`config.mk`:
```
export PLATFORM = sky130hd
export DESIGN_NAME = riscv_mem_stage
export DESIGN_NICKNAME = d
export VERILOG_FILES = /design/src/rtl/riscv_pkg.sv /design/src/rtl/riscv_lsu_align.sv /design/src/rtl/riscv_mem_stage.sv
export SDC_FILE = /design/constraint.sdc
export NUM_CORES = 1
export LEC_CHECK = 0
export CORE_ASPECT_RATIO = 0.9
export CORE_MARGIN = 2
export CORE_UTILIZATION = 60
export CTS_BUF_LIST = sky130_fd_sc_hd__clkbuf_8
export DETAILED_ROUTE_END_ITERATION = 8
export DONT_BUFFER_PORTS = 1
export GPL_ROUTABILITY_DRIVEN = 0
export MAX_ROUTING_LAYER = met4
export PLACE_DENSITY = 0.8
export SETUP_SLACK_MARGIN = 0.5
export SLEW_MARGIN = 20
export SYNTH_ARGS = -nofsm -noshare
export SYNTH_HDL_FRONTEND = slang
export SYNTH_SLANG_ARGS = --single-unit
```
`constraint.sdc`:
```
create_clock -name clk -period 6.7 [get_ports clk]
set_clock_uncertainty 0.1 [all_clocks]
set_input_delay 1.34 -clock clk [delete_from_list [all_inputs] [get_ports clk]]
set_output_delay 1.34 -clock clk [all_outputs]
set_load 0.02 [all_outputs]
```
`src/rtl/riscv_pkg.sv`:
```
// Shared definitions for the RISC-V memory stage: funct3 codes,
// exception cause encodings, FSM states and access-legality helpers.
package riscv_pkg;

    localparam logic [2:0] F3_B  = 3'b000;
    localparam logic [2:0] F3_H  = 3'b001;
    localparam logic [2:0] F3_W  = 3'b010;
    localparam logic [2:0] F3_BU = 3'b100;
    localparam logic [2:0] F3_HU = 3'b101;

    localparam logic [1:0] EXC_NONE       = 2'b00;
    localparam logic [1:0] EXC_MISALIGNED = 2'b01;
    localparam logic [1:0] EXC_ILLEGAL    = 2'b10;

    typedef enum logic [1:0] {
        ST_IDLE = 2'b00,
        ST_REQ  = 2'b01,
        ST_RESP = 2'b10
    } mem_state_e;

    // Access size comes from funct3[1:0]: 00 byte, 01 halfword, 10 word.
    function automatic logic is_misaligned(input logic [1:0] size,
                                           input logic [1:0] addr_lo);
        logic mis;
        mis = 1'b0;
        case (size)
            2'b01:   mis = addr_lo[0];
            2'b10:   mis = (addr_lo != 2'b00);
            default: mis = 1'b0;
        endcase
        return mis;
    endfunction

    // A memory op is illegal if it claims to be both a load and a store,
    // or if its funct3 is not one of the defined widths for its direction.
    function automatic logic is_illegal(input logic       is_load,
                                        input logic       is_store,
                                        input logic [2:0] funct3);
        logic ill;
        ill = 1'b0;
        if (is_load && is_store) begin
            ill = 1'b1;
        end else if (is_load) begin
            ill = !((funct3 == F3_B) || (funct3 == F3_H) || (funct3 == F3_W) ||
                    (funct3 == F3_BU) || (funct3 == F3_HU));
        end else if (is_store) begin
            ill = !((funct3 == F3_B) || (funct3 == F3_H) || (funct3 == F3_W));
        end
        return ill;
    endfunction

endpackage

```
`src/rtl/riscv_lsu_align.sv`:
```
// Combinational lane logic: builds store strobes/replicated write data and
// extracts and extends load data from the returned memory word.
module riscv_lsu_align
    import riscv_pkg::*;
(
    input  logic [1:0]  st_size_i,
    input  logic [1:0]  st_addr_lo_i,
    input  logic [31:0] st_data_i,
    output logic [31:0] st_wdata_o,
    output logic [3:0]  st_wstrb_o,
    input  logic [2:0]  ld_funct3_i,
    input  logic [1:0]  ld_addr_lo_i,
    input  logic [31:0] ld_rdata_i,
    output logic [31:0] ld_data_o
);

    logic [7:0]  ldByte;
    logic [15:0] ldHalf;

    // Store side: replicate the operand across lanes and enable only the addressed bytes.
    always_comb begin
        st_wdata_o = st_data_i;
        st_wstrb_o = 4'b1111;
        case (st_size_i)
            2'b00: begin
                st_wdata_o = {4{st_data_i[7:0]}};
                st_wstrb_o = 4'b0001 << st_addr_lo_i;
            end
            2'b01: begin
                st_wdata_o = {2{st_data_i[15:0]}};
                st_wstrb_o = 4'b0011 << st_addr_lo_i;
            end
            default: begin
                st_wdata_o = st_data_i;
                st_wstrb_o = 4'b1111;
            end
        endcase
    end

    // Load side: pick the addressed byte/halfword and extend it according to funct3.
    always_comb begin
        ldByte = ld_rdata_i[7:0];
        case (ld_addr_lo_i)
            2'b00:   ldByte = ld_rdata_i[7:0];
            2'b01:   ldByte = ld_rdata_i[15:8];
            2'b10:   ldByte = ld_rdata_i[23:16];
            default: ldByte = ld_rdata_i[31:24];
        endcase
        ldHalf = ld_addr_lo_i[1] ? ld_rdata_i[31:16] : ld_rdata_i[15:0];
        case (ld_funct3_i)
            F3_B:    ld_data_o = {{24{ldByte[7]}}, ldByte};
            F3_BU:   ld_data_o = {24'h000000, ldByte};
            F3_H:    ld_data_o = {{16{ldHalf[15]}}, ldHalf};
            F3_HU:   ld_data_o = {16'h0000, ldHalf};
            default: ld_data_o = ld_rdata_i;
        endcase
    end

endmodule

```
`src/rtl/riscv_mem_stage.sv`:
```
// Memory stage: accepts ALU results, runs loads/stores over a valid/ready
// memory port, and produces one writeback or exception pulse per op.
module riscv_mem_stage
    import riscv_pkg::*;
#(
    parameter int XLEN = 32,
    parameter int RD_W = 5
) (
    input  logic            clk,
    input  logic            rst,
    input  logic            ex_valid,
    output logic            ex_ready,
    input  logic            ex_is_load,
    input  logic            ex_is_store,
    input  logic [2:0]      ex_funct3,
    input  logic [XLEN-1:0] ex_result,
    input  logic [XLEN-1:0] ex_store_data,
    input  logic [RD_W-1:0] ex_rd,
    input  logic            ex_reg_write,
    output logic            mem_req_valid,
    input  logic            mem_req_ready,
    output logic [XLEN-1:0] mem_addr,
    output logic            mem_we,
    output logic [3:0]      mem_wstrb,
    output logic [XLEN-1:0] mem_wdata,
    input  logic            mem_rsp_valid,
    input  logic [XLEN-1:0] mem_rdata,
    output logic            wb_valid,
    output logic            wb_we,
    output logic [RD_W-1:0] wb_rd,
    output logic [XLEN-1:0] wb_data,
    output logic            exc_valid,
    output logic [1:0]      exc_cause,
    output logic [XLEN-1:0] exc_addr
);

    mem_state_e      state_q;
    logic            isLoad_q;
    logic [2:0]      funct3_q;
    logic [XLEN-1:0] addr_q;
    logic [XLEN-1:0] wdata_q;
    logic [3:0]      wstrb_q;
    logic            we_q;
    logic [RD_W-1:0] rd_q;
    logic            regWrite_q;
    logic            reqValid_q;
    logic            wbValid_q;
    logic            wbWe_q;
    logic [RD_W-1:0] wbRd_q;
    logic [XLEN-1:0] wbData_q;
    logic            excValid_q;
    logic [1:0]      excCause_q;
    logic [XLEN-1:0] excAddr_q;

    logic [31:0] stWdata_d;
    logic [3:0]  stWstrb_d;
    logic [31:0] ldData_d;
    logic        isMemOp;
    logic        misaligned;
    logic        illegal;

    riscv_lsu_align u_align (
        .st_size_i    (ex_funct3[1:0]),
        .st_addr_lo_i (ex_result[1:0]),
        .st_data_i    (ex_store_data),
        .st_wdata_o   (stWdata_d),
        .st_wstrb_o   (stWstrb_d),
        .ld_funct3_i  (funct3_q),
        .ld_addr_lo_i (addr_q[1:0]),
        .ld_rdata_i   (mem_rdata),
        .ld_data_o    (ldData_d)
    );

    assign isMemOp    = ex_is_load || ex_is_store;
    assign misaligned = is_misaligned(ex_funct3[1:0], ex_result[1:0]);
    assign illegal    = is_illegal(ex_is_load, ex_is_store, ex_funct3);

    // Mem-stage FSM plus all latched operands and registered pulse outputs.
    always_ff @(posedge clk) begin
        if (rst) begin
            state_q    <= ST_IDLE;
            isLoad_q   <= 1'b0;
            funct3_q   <= 3'b000;
            addr_q     <= '0;
            wdata_q    <= '0;
            wstrb_q    <= 4'b0000;
            we_q       <= 1'b0;
            rd_q       <= '0;
            regWrite_q <= 1'b0;
            reqValid_q <= 1'b0;
            wbValid_q  <= 1'b0;
            wbWe_q     <= 1'b0;
            wbRd_q     <= '0;
            wbData_q   <= '0;
            excValid_q <= 1'b0;
            excCause_q <= EXC_NONE;
            excAddr_q  <= '0;
        end else begin
            wbValid_q  <= 1'b0;
            excValid_q <= 1'b0;
            case (state_q)
                ST_IDLE: begin
                    if (ex_valid) begin
                        if (!isMemOp) begin
                            wbValid_q <= 1'b1;
                            wbWe_q    <= ex_reg_write && (ex_rd != '0);
                            wbRd_q    <= ex_rd;
                            wbData_q  <= ex_result;
                        end else if (misaligned) begin
                            excValid_q <= 1'b1;
                            excCause_q <= EXC_MISALIGNED;
                            excAddr_q  <= ex_result;
                        end else if (illegal) begin
                            excValid_q <= 1'b1;
                            excCause_q <= EXC_ILLEGAL;
                            excAddr_q  <= ex_result;
                        end else begin
                            isLoad_q   <= ex_is_load;
                            funct3_q   <= ex_funct3;
                            addr_q     <= ex_result;
                            we_q       <= ex_is_store;
                            wdata_q    <= ex_is_store ? stWdata_d : '0;
                            wstrb_q    <= ex_is_store ? stWstrb_d : 4'b0000;
                            rd_q       <= ex_rd;
                            regWrite_q <= ex_reg_write;
                            reqValid_q <= 1'b1;
                            state_q    <= ST_REQ;
                        end
                    end
                end
                ST_REQ: begin
                    if (mem_req_ready) begin
                        reqValid_q <= 1'b0;
                        we_q       <= 1'b0;
                        wstrb_q    <= 4'b0000;
                        if (isLoad_q) begin
                            state_q <= ST_RESP;
                        end else begin
                            wbValid_q <= 1'b1;
                            wbWe_q    <= 1'b0;
                            wbRd_q    <= rd_q;
                            wbData_q  <= '0;
                            state_q   <= ST_IDLE;
                        end
                    end
                end
                ST_RESP: begin
                    if (mem_rsp_valid) begin
                        wbValid_q <= 1'b1;
                        wbWe_q    <= regWrite_q && (rd_q != '0);
                        wbRd_q    <= rd_q;
                        wbData_q  <= ldData_d;
                        state_q   <= ST_IDLE;
                    end
                end
                default: state_q <= ST_IDLE;
            endcase
        end
    end

    assign ex_ready      = (state_q == ST_IDLE);
    assign mem_req_valid = reqValid_q;
    assign mem_addr      = {addr_q[XLEN-1:2], 2'b00};
    assign mem_we        = we_q;
    assign mem_wstrb     = wstrb_q;
    assign mem_wdata     = wdata_q;
    assign wb_valid      = wbValid_q;
    assign wb_we         = wbWe_q;
    assign wb_rd         = wbRd_q;
    assign wb_data       = wbData_q;
    assign exc_valid     = excValid_q;
    assign exc_cause     = excCause_q;
    assign exc_addr      = excAddr_q;

endmodule

```
# Yosys cells after proc, flatten, opt, wreduce, memory -nomap -nowiden
# Cells that the tools add are included.
[totals]
out_inout_bits = 145
word_cells = 138
register_bits = 156
in_bits = 112
[op_classes]
muxes = 66
bitwise_logic = 5
reduce_logical = 27
eq_ne = 21
shift = 2
[op_table]
columns = ["operator", "n"]
rows = [
  ["2-to-1 mux 32 bit", 8],
  ["one-hot mux 32 bit (4 select lines)", 1],
  ["one-hot mux 32 bit (3 select lines)", 1],
  ["one-hot mux 32 bit (2 select lines)", 1],
  ["2-to-1 mux 5 bit", 5],
  ["2-to-1 mux 1 bit", 24],
  ["2-to-1 mux 4 bit", 6],
  ["one-hot mux 8 bit (3 select lines)", 1],
  ["2-to-1 mux 2 bit", 9],
  ["AND reduction 6 bit", 3],
  ["2-to-1 mux 16 bit", 1],
  ["one-hot mux 4 bit (2 select lines)", 2],
  ["one-hot mux 5 bit (3 select lines)", 1],
  ["inequality test 2 bit, second input constant", 7],
  ["equality test 3 bit, second input constant", 4],
  ["nonzero test 5 bit", 2],
  ["equality test 2 x 1 -> 1 bit, second input constant", 3],
  ["equality test 2 bit, second input constant", 3],
  ["equality test 3 x 1 -> 1 bit, second input constant", 2],
  ["zero test 2 bit", 3],
  ["zero test 3 bit", 2],
  ["one-hot mux 1 bit (2 select lines)", 3],
  ["one-hot mux 1 bit (3 select lines)", 2],
  ["one-hot mux 2 bit (3 select lines)", 1],
  ["13 further kinds", 26],
]

# Depth between registers and ports, before layout
# Gate-level depths: netlist of run 1.
[logic_depth]
word_depth = 13
mapped_depth = 11
depth_no_buf = 7

# Hierarchy
# From an unflattened synthesis of run 1, not the netlist that was laid out.
[unflattened]
cells_unflattened = 947
hier_area_um2 = 7995.2
[by_module_without_submodules]
columns = ["mod", "cells_each", "area_per_inst_um2", "seq_area_each_um2", "n_inst"]
rows = [
  ["riscv_mem_stage", 776, 6732.7, 3123.0, 1],
  ["riscv_lsu_align", 171, 1262.5, 0.0, 1],
]

# Worst setup path after synthesis of run 1
# Ideal clock, no wire load.
[synth_path]
kind = "input -> register"
start = "input port ex_funct3[1]"
end = "register reqValid_q, in the netlist mem_req_valid"
required_ps = 6479
setup_time_ps = 121
path_stages = 9
arrival_ps = 3357
slack_ps = 3123
n_path_buf = 2
cell_sequence = "clkbuf_1 inv_1 ha_1 buf_2 or2_1 a221oi_4 o31ai_1 o211ai_2 mux2_2"
[synth_via]
elab_chain_cells = 10
word_cells_on_any_way = 20
classes_between = "eq/ne (8); mux (4); reduce/logical (8)"
[synth_lines]
columns = ["item", "line", "text"]
rows = [
  ["start: declaration", "riscv_mem_stage.sv:15", "input logic [2:0] ex_funct3,"],
  ["equality test 3 x 1 -> 1 bit or zero test 3 bit (tied branches)", "riscv_pkg.sv:44, riscv_pkg.sv:47", ""],
  ["logical OR 1 bit (2 in series)", "riscv_pkg.sv:44, riscv_pkg.sv:47", ""],
  ["logical OR 1 bit", "riscv_pkg.sv:44", "ill = !((funct3 == F3_B) || (funct3 == F3_H) || (funct3 == F3_W) ||"],
  ["logical OR 1 bit", "riscv_pkg.sv:45", "(funct3 == F3_BU) || (funct3 == F3_HU));"],
  ["zero test 1 bit", "riscv_pkg.sv:44", ""],
  ["2-to-1 mux 1 bit", "riscv_pkg.sv:43", "end else if (is_load) begin"],
  ["2-to-1 mux 1 bit", "riscv_pkg.sv:41", "if (is_load && is_store) begin"],
  ["inequality test 2 bit (no line)", "n/a", ""],
  ["AND reduction 6 bit (no line) *", "n/a", ""],
  ["end signal: assignment", "riscv_mem_stage.sv:90", "reqValid_q <= 1'b0;"],
  ["end signal: assignment", "riscv_mem_stage.sv:126", "reqValid_q <= 1'b1;"],
  ["end signal: assignment", "riscv_mem_stage.sv:133", "reqValid_q <= 1'b0;"],
  ["end: declaration", "riscv_mem_stage.sv:46", "logic reqValid_q;"],
]
# Mark *: on every way between the ends. The rest lies on a longest branch, timed or not.
# A chain may end at the register's enable or synchronous reset.

# Final worst setup path of run 1
[layout_path]
start = "input port ex_funct3[1]"
end = "register addr_q[4]"
[layout_via]
elab_chain_cells = 10
word_cells_on_any_way = 20
classes_between = "eq/ne (6); mux (4); bitwise (2); reduce/logical (8)"
[layout_lines]
columns = ["item", "line", "text"]
rows = [
  ["equality test 3 x 1 -> 1 bit or zero test 3 bit (tied branches)", "riscv_pkg.sv:44, riscv_pkg.sv:47", ""],
  ["logical OR 1 bit (2 in series)", "riscv_pkg.sv:44, riscv_pkg.sv:47", ""],
  ["logical OR 1 bit", "riscv_pkg.sv:44", ""],
  ["logical OR 1 bit", "riscv_pkg.sv:45", ""],
  ["zero test 1 bit", "riscv_pkg.sv:44", ""],
  ["2-to-1 mux 1 bit", "riscv_pkg.sv:43", ""],
  ["2-to-1 mux 1 bit", "riscv_pkg.sv:41", ""],
  ["NOT 1 bit (no line)", "n/a", ""],
  ["AND reduction 5 bit (no line) *", "n/a", ""],
  ["end signal: assignment", "riscv_mem_stage.sv:120", "addr_q <= ex_result;"],
  ["end: declaration", "riscv_mem_stage.sv:40", "logic [XLEN-1:0] addr_q;"],
]
# Marked as above.

==> impl_metrics.tcl, run 1 <==
set metrics [dict create \
    setup-tns-final_ns 0 \
    avgSynthCellArea_sq_um 7.984 \
    totalWireLength_mm 20.04 \
    dr.pass1.iters 5 \
    antenna_found_initial 0 \
    async_flop_share_pct 0 \
    fillCellCount 1035 \
    hp-start "regWrite_q" \
    clock_latency_ns 0.45 \
    rsz0062_at_grt "no" \
    vias 6126 \
    synth_cells 869 \
    multiInputGateArea_sq_mm 0.003247 \
    grt_pass1_wl_mm 31.48 \
    dpl.hpwl_mm 14.23 \
    clkSinkCount 156 \
    grtUsageTotal_pct 32.88 \
    place_area_sq_mm 0.006641 \
    finish.instance_area_sq_mm 0.007056 \
    grt_pass1_vias 5793 \
    cts_hold_buf 0 \
    endpoint_kind "flip-flop" \
    fin_crit_sh_pct 60.87 \
    r2r_cells 8 \
    hold_depth 2 \
    post_cts_resized 0 \
    fp.dieArea_sq_mm 0.01244 \
    hold_viol 0 \
    required_ns 6.98 \
    register_area_sq_mm 0.003123 \
    h-tree-depth 4 \
    synth_top_area_share_pct 45.01 \
    clkTransAtPathRegs_ns 0.08 \
    r2r-end "mem_wdata[22]" \
    synth_edf_count 0 \
    fin_crit_ns 4.078 \
    synth_area_leaders "dfxtp_1 45%, nand2_1 10%, a21oi_1 9.0%" \
    rows 37 \
    setup_viol 0 \
    numCtsBuffers 17 \
    cp_max_fo 55 \
    synth_warnings 0 \
    yosysSeqAreaShare_pct 45.01 \
    wl_per_cell_microns 20.80 \
    pin_count 257 \
    core_area_sq_mm 0.01134 \
    worstPathArrival_ns 4.36 \
    cts_root_buf "clkbuf_8" \
    critPathKind "in2reg" \
    synth_area_sq_mm 0.006938 \
    vdd_drop_max_v 0.0001656 \
    outcome "finished, final reports clean" \
    synthFlopType "dfxtp_1" \
    die_h_microns 106.0 \
    ctsLongestPathBuffers 2 \
    drc 0 \
    syn2layout_area_growth_pct 1.695 \
    synth.largest_area_cell "dfxtp_1" \
    synth_cell_types 44 \
    worstHoldEndpoint "regWrite_q" \
    p_leak_nw 2.426 \
    grt_max_degree 117 \
    drive_gt1_share_pct 7.311 \
    timing.fmax_ghz 0.2452 \
    synth-seq-cells 156 \
    start_util_pct 61.17 \
    max-cap-violations 0 \
    final_antenna_net_count 0 \
    cts_tree "done" \
    numPortBuffers 0 \
    worst_pin_slew_ns 1.103 \
    drtIter0Drc 684 \
    antenna_cells 0 \
    power_density_mw_per_mm2 293.5 \
    vias_per_cell 6.361 \
    post_cts_buffers 0 \
    max_slew_margin_pct 26.37 \
    regToRegStartpoint "state_q[1]" \
    overflow 0 \
    cp-start-kind "input pin" \
    reg2reg_slack_ns 3.49 \
    die_w_microns 117.4 \
    drv_slew 0 \
    hold_path.class "reg2reg" \
    layout.nets 913 \
]
worst max-delay path by stage:
stage	startpoint	end	depth (start not counted)
2_1_floorplan	ex_funct3[1]	mem_req_valid	9
3_3_place_gp	ex_funct3[1]	addr_q[7]	8
3_5_place_dp	ex_funct3[1]	mem_wdata[23]	8
4_1_cts	ex_funct3[1]	mem_wdata[23]	8
5_1_grt	ex_funct3[1]	addr_q[5]	8
6_report	ex_funct3[1]	addr_q[4]	8
layer usage:
metal  global-route usage (%)  part of all wire [%]  vias up
met5                        -                     0        -
met3                    12.61                    12       56
met1                    39.46                    38     2839
met2                    49.08                    46      401
li1                         -                     -     2830
met4                    15.40                   3.5        0
Yosys cell counts (2+ instances only):
library cell and n:
or4_1 2, nor3_1 12, or2_2 2, nand2b_1 4
a211oi_1 13, inv_1 9, dfxtp_1 156, buf_2 19
nand2_1 186, a221oi_1 25, a31oi_1 3, mux2i_1 17
ha_1 7, a21oi_1 125, nand3b_1 2, buf_1 3
clkbuf_1 39, o22ai_1 8, nor2b_1 6, o211ai_2 2
nor2_1 43, buf_4 39, mux2_2 13, or3_1 2
o2111ai_1 2, nand3_1 36, o21ai_1 2, o211ai_1 8
a22oi_1 9, o21ai_0 61
flip-flops by register name, indices dropped and copies added (netlist names), 2 cells and up:
signal	cells
exc_addr	32
mem_wstrb	4
funct3_q	3
state_q	2
addr_q	32
rd_q	5
wb_data	32
wb_rd	5
mem_wdata	32
exc_cause	2
cells by family (layout without fill, tap and decap cells):
family / count (synthesis) / in the layout / synth area share [%]
AND/OR/NAND/NOR: 300 / 300 / 18.09
AO/OA/AOI/OAI: 264 / 264 / 22.56
flip-flops: 156 / 156 / 45.01
buffers and inverters: 111 / 48 / 8.458
multiplexers: 30 / 30 / 4.563
adder cells (fa/ha/maj): 7 / 7 / 1.262
other: 1 / 2 / 0.05405
cell usage in the layout, fill, tap and decap left out, types with 2 or more instances in the layout:
cell	instances
a21oi_1	125
nor2_1	42
nor3_1	12
nor2b_1	6
ha_1	7
o211ai_2	2
mux2_2	13
clkinv_2	2
buf_4	5
inv_1	12
clkinvlp_4	4
bufinv_16	3
mux2i_1	17
o21ai_0	61
o2111ai_1	2
clkbuf_8	19
o211ai_1	8
a211oi_1	13
a221oi_1	25
or2_2	2
o22ai_1	8
a31oi_1	3
nand2_1	186
nand3_1	36
nand2b_1	4
a22oi_1	9
dfxtp_1	156
or4_1	2
nand3b_1	2
conb_1	2
layout make-up:
type / count / share of cell area (%)
repair buffers: 5 / 0.5320
clock inverters: 13 / 2.128
multi-input cells: 603 / 46.02
well taps: 156 / 2.766
clock buffers: 19 / 3.706
flip-flops and latches: 156 / 44.26
inverters: 11 / 0.5852
metrics by stage:
stage	instances	hold WS (ns)	utilization [%]	worst slack, ns	total power, mW
global route	963	0.4031	62.21	2.348	2.151
floorplan	870	0.3366	-	3.123	1.328
detailed placement	931	0.3442	58.55	2.209	1.358
finish	963	0.3654	62.21	2.622	2.071
CTS	963	0.3571	62.18	2.682	2.074
global placement	931	0.3364	58.55	2.327	1.344
where the power goes:
group | internal, mW | total, mW | switching (mW)
clock network | 0.384 | 0.731 | 0.348
logic | 0.0807 | 0.226 | 0.145
registers | 0.990 | 1.11 | 0.124
total | 1.45 | 2.07 | 0.616
critical path: stages:
cell      delay [ns]
inv_1           0.03
ha_1            0.32
or2_1           0.56
a221oi_4        0.56
or3_2           0.69
buf_4           0.54
nand2_1         0.11
a21oi_1         0.17
Power figures use the tool's default switching activity.
==> run 2: changes to the inputs <==
ABC_AREA = 1   (was default)
clock period = 3.8 ns   (was 6.7 ns; I/O delays follow)
==> impl_metrics.tcl, run 2 <==
set metrics [dict create \
    cts_hold_buf 0 \
    fin_crit_ns 2.889 \
    dpl.hpwl_mm 15.15 \
    critPathKind "in2reg" \
    fp.dieArea_sq_mm 0.01313 \
    layout.nets 1107 \
    drv_slew 0 \
    final_antenna_net_count 0 \
    critPathSlowestCell "buf_4" \
    rows 38 \
    synth_edf_count 0 \
    worst_pin_slew_ns 0.8697 \
    synth-simple-area-share_pct 24.97 \
    syn2layout_area_growth_pct 2.422 \
    setup-tns-final_ns 0 \
    grt_pass1_wl_mm 32.81 \
    finalNonFillerCells 1161 \
    core_area_sq_mm 0.01198 \
    synth_warnings 0 \
    clock_latency_ns 0.46 \
    synth_area_sq_mm 0.007336 \
    post-synth-top-count-cell "nand2_1" \
    setup_viol 0 \
    synth.largest_area_cell "dfxtp_1" \
    final_cell_mix "259 x nand2_1, 201 x a21oi_1, 156 x dfxtp_1, 92 x nor2_1, 79 x o21ai_0" \
    yosysSeqAreaShare_pct 42.57 \
    numCtsBuffers 17 \
    synth_compound_area_share_pct 20.55 \
    cp_max_fo 82 \
    ctsLongestPathBuffers 2 \
    synth-seq-cells 156 \
    reg2reg_slack_ns 1.06 \
    p_leak_nw 2.839 \
    fillCellCount 1104 \
    die_w_microns 120.6 \
    timing.hold.ws_ns 0.2572 \
    vdd_drop_max_v 0.0004962 \
    synth_cells 1061 \
    cts_tree "done" \
    cts_root_buf "clkbuf_8" \
    antenna_cells 0 \
    synth_top_family_by_area "simple AND/OR/NAND/NOR gates" \
    vias 6912 \
    synth_cell_types 33 \
    drive_gt1_share_pct 5.794 \
    pin_count 257 \
    hold_viol 0 \
    crit_top_cell "nand2_1" \
    drtIter0Drc 732 \
    synthFlopType "dfxtp_1" \
    rsz0062_at_grt "no" \
    max_slew_margin_pct 42.02 \
    totalWireLength_mm 21.76 \
    power_mw 5.157 \
    vias_per_cell 5.953 \
    drc 0 \
    die_h_microns 108.9 \
    synthTopCellsByCount "259 x nand2_1, 201 x a21oi_1, 156 x dfxtp_1, 92 x nor2_1, 79 x o21ai_0" \
    endpoint_kind "flip-flop" \
    cp-start-kind "input pin" \
    timing.fmax_ghz 0.3461 \
    dr.pass1.iters 5 \
    register_area_sq_mm 0.003123 \
    required_ns 4.09 \
    grtUsageTotal_pct 33.08 \
    synthXorXnorAreaFrac_pct 0 \
    worstPathArrival_ns 3.18 \
    max-cap-violations 0 \
    grt_max_degree 112 \
    synth_top_area_share_pct 42.57 \
    hold_path.class "in2reg" \
    avgSynthCellArea_sq_um 6.914 \
    grt_pass1_vias 6272 \
    path_cells "clkinv_1 -> ha_1 -> nor2_4 -> inv_2 -> nand2_1 -> nand2_1 -> nand4_4 -> buf_4 -> nand2_1 -> a21oi_1" \
    dp_cells 1129 \
    power_density_mw_per_mm2 686.4 \
    post_cts_resized 0 \
    h-tree-depth 4 \
    start_util_pct 61.23 \
    multiInputGateArea_sq_mm 0.003443 \
    clkTransAtPathRegs_ns 0.08 \
    numPortBuffers 0 \
    async_flop_share_pct 0 \
    post_cts_buffers 0 \
    fin_crit_sh_pct 76.04 \
    synth.area.mux_share_pct 0 \
    synth_area_leaders "dfxtp_1 43%, a21oi_1 14%, nand2_1 13%" \
    overflow 0 \
    antenna_found_initial 0 \
    fin_util_pct 62.71 \
    cp_slowest_stage_delay_ns 0.70 \
    wl_per_cell_microns 18.74 \
    clkSinkCount 156 \
    outcome "finished, final reports clean" \
    mostFrequentLayoutCell "nand2_1" \
    synth_fa_ha_area_share_pct 1.194 \
]
run 2: logic make-up after synthesis:
group                    after synthesis
buffers and inverters                156
AND/OR/NAND/NOR                      444
other                                  1
flip-flops                           156
AO/OA/AOI/OAI                        297
adder cells (fa/ha/maj)                7
run 2: worst max-delay path: cells and delay by family:
| kind | cells | cell delay [ns] |
|---|---|---|
| adder cells (fa/ha/maj) | 1 | 0.42 |
| AND/OR/NAND/NOR | 5 | 0.67 |
| AO/OA/AOI/OAI | 1 | 0.20 |
| buffers and inverters | 3 | 1.08 |
run 2: cell type report:
| type | count | share of cell area [%] |
|---|---|---|
| Clock inverter | 10 | 1.832 |
| Tap cell | 160 | 2.664 |
| Sequential cell | 156 | 41.57 |
| Clock buffer | 22 | 4.030 |
| Multi-Input combinational cell | 750 | 45.83 |
| Inverter | 51 | 2.548 |
| Timing Repair Buffer | 12 | 1.532 |
run 2: through the flow:
step	instance area, sq um	worst slack (ns)
3_5_place_dp	7073	0.5320
5_1_grt	7513	0.7429
2_1_floorplan	7340	1.014
3_3_place_gp	7073	0.6422
4_1_cts	7513	1.005
6_report	7513	0.9106
run 2: worst paths after layout:
path / to / depth (start not counted) / start
worst max register to register: mem_wdata[18] / 11 / state_q[0]
worst max-delay path: addr_q[21] / 10 / ex_funct3[1]
worst min register to register: rd_q[4] / 2 / rd_q[4]
worst min-delay path: addr_q[23] / 1 / rst
run 2: power breakdown:
group	internal [mW]	switching (mW)
combinational	0.405	0.907
clock	0.735	0.626
sequential	1.93	0.554
total	3.07	2.09
run 2: routing by layer:
metal	vias up	wire (microns)	GRT usage [%]
met2	406	10070	52.10
met5	-	0	-
li1	3312	-	-
met1	3148	8638	39.59
met4	0	553	11.96
met3	46	2492	11.30
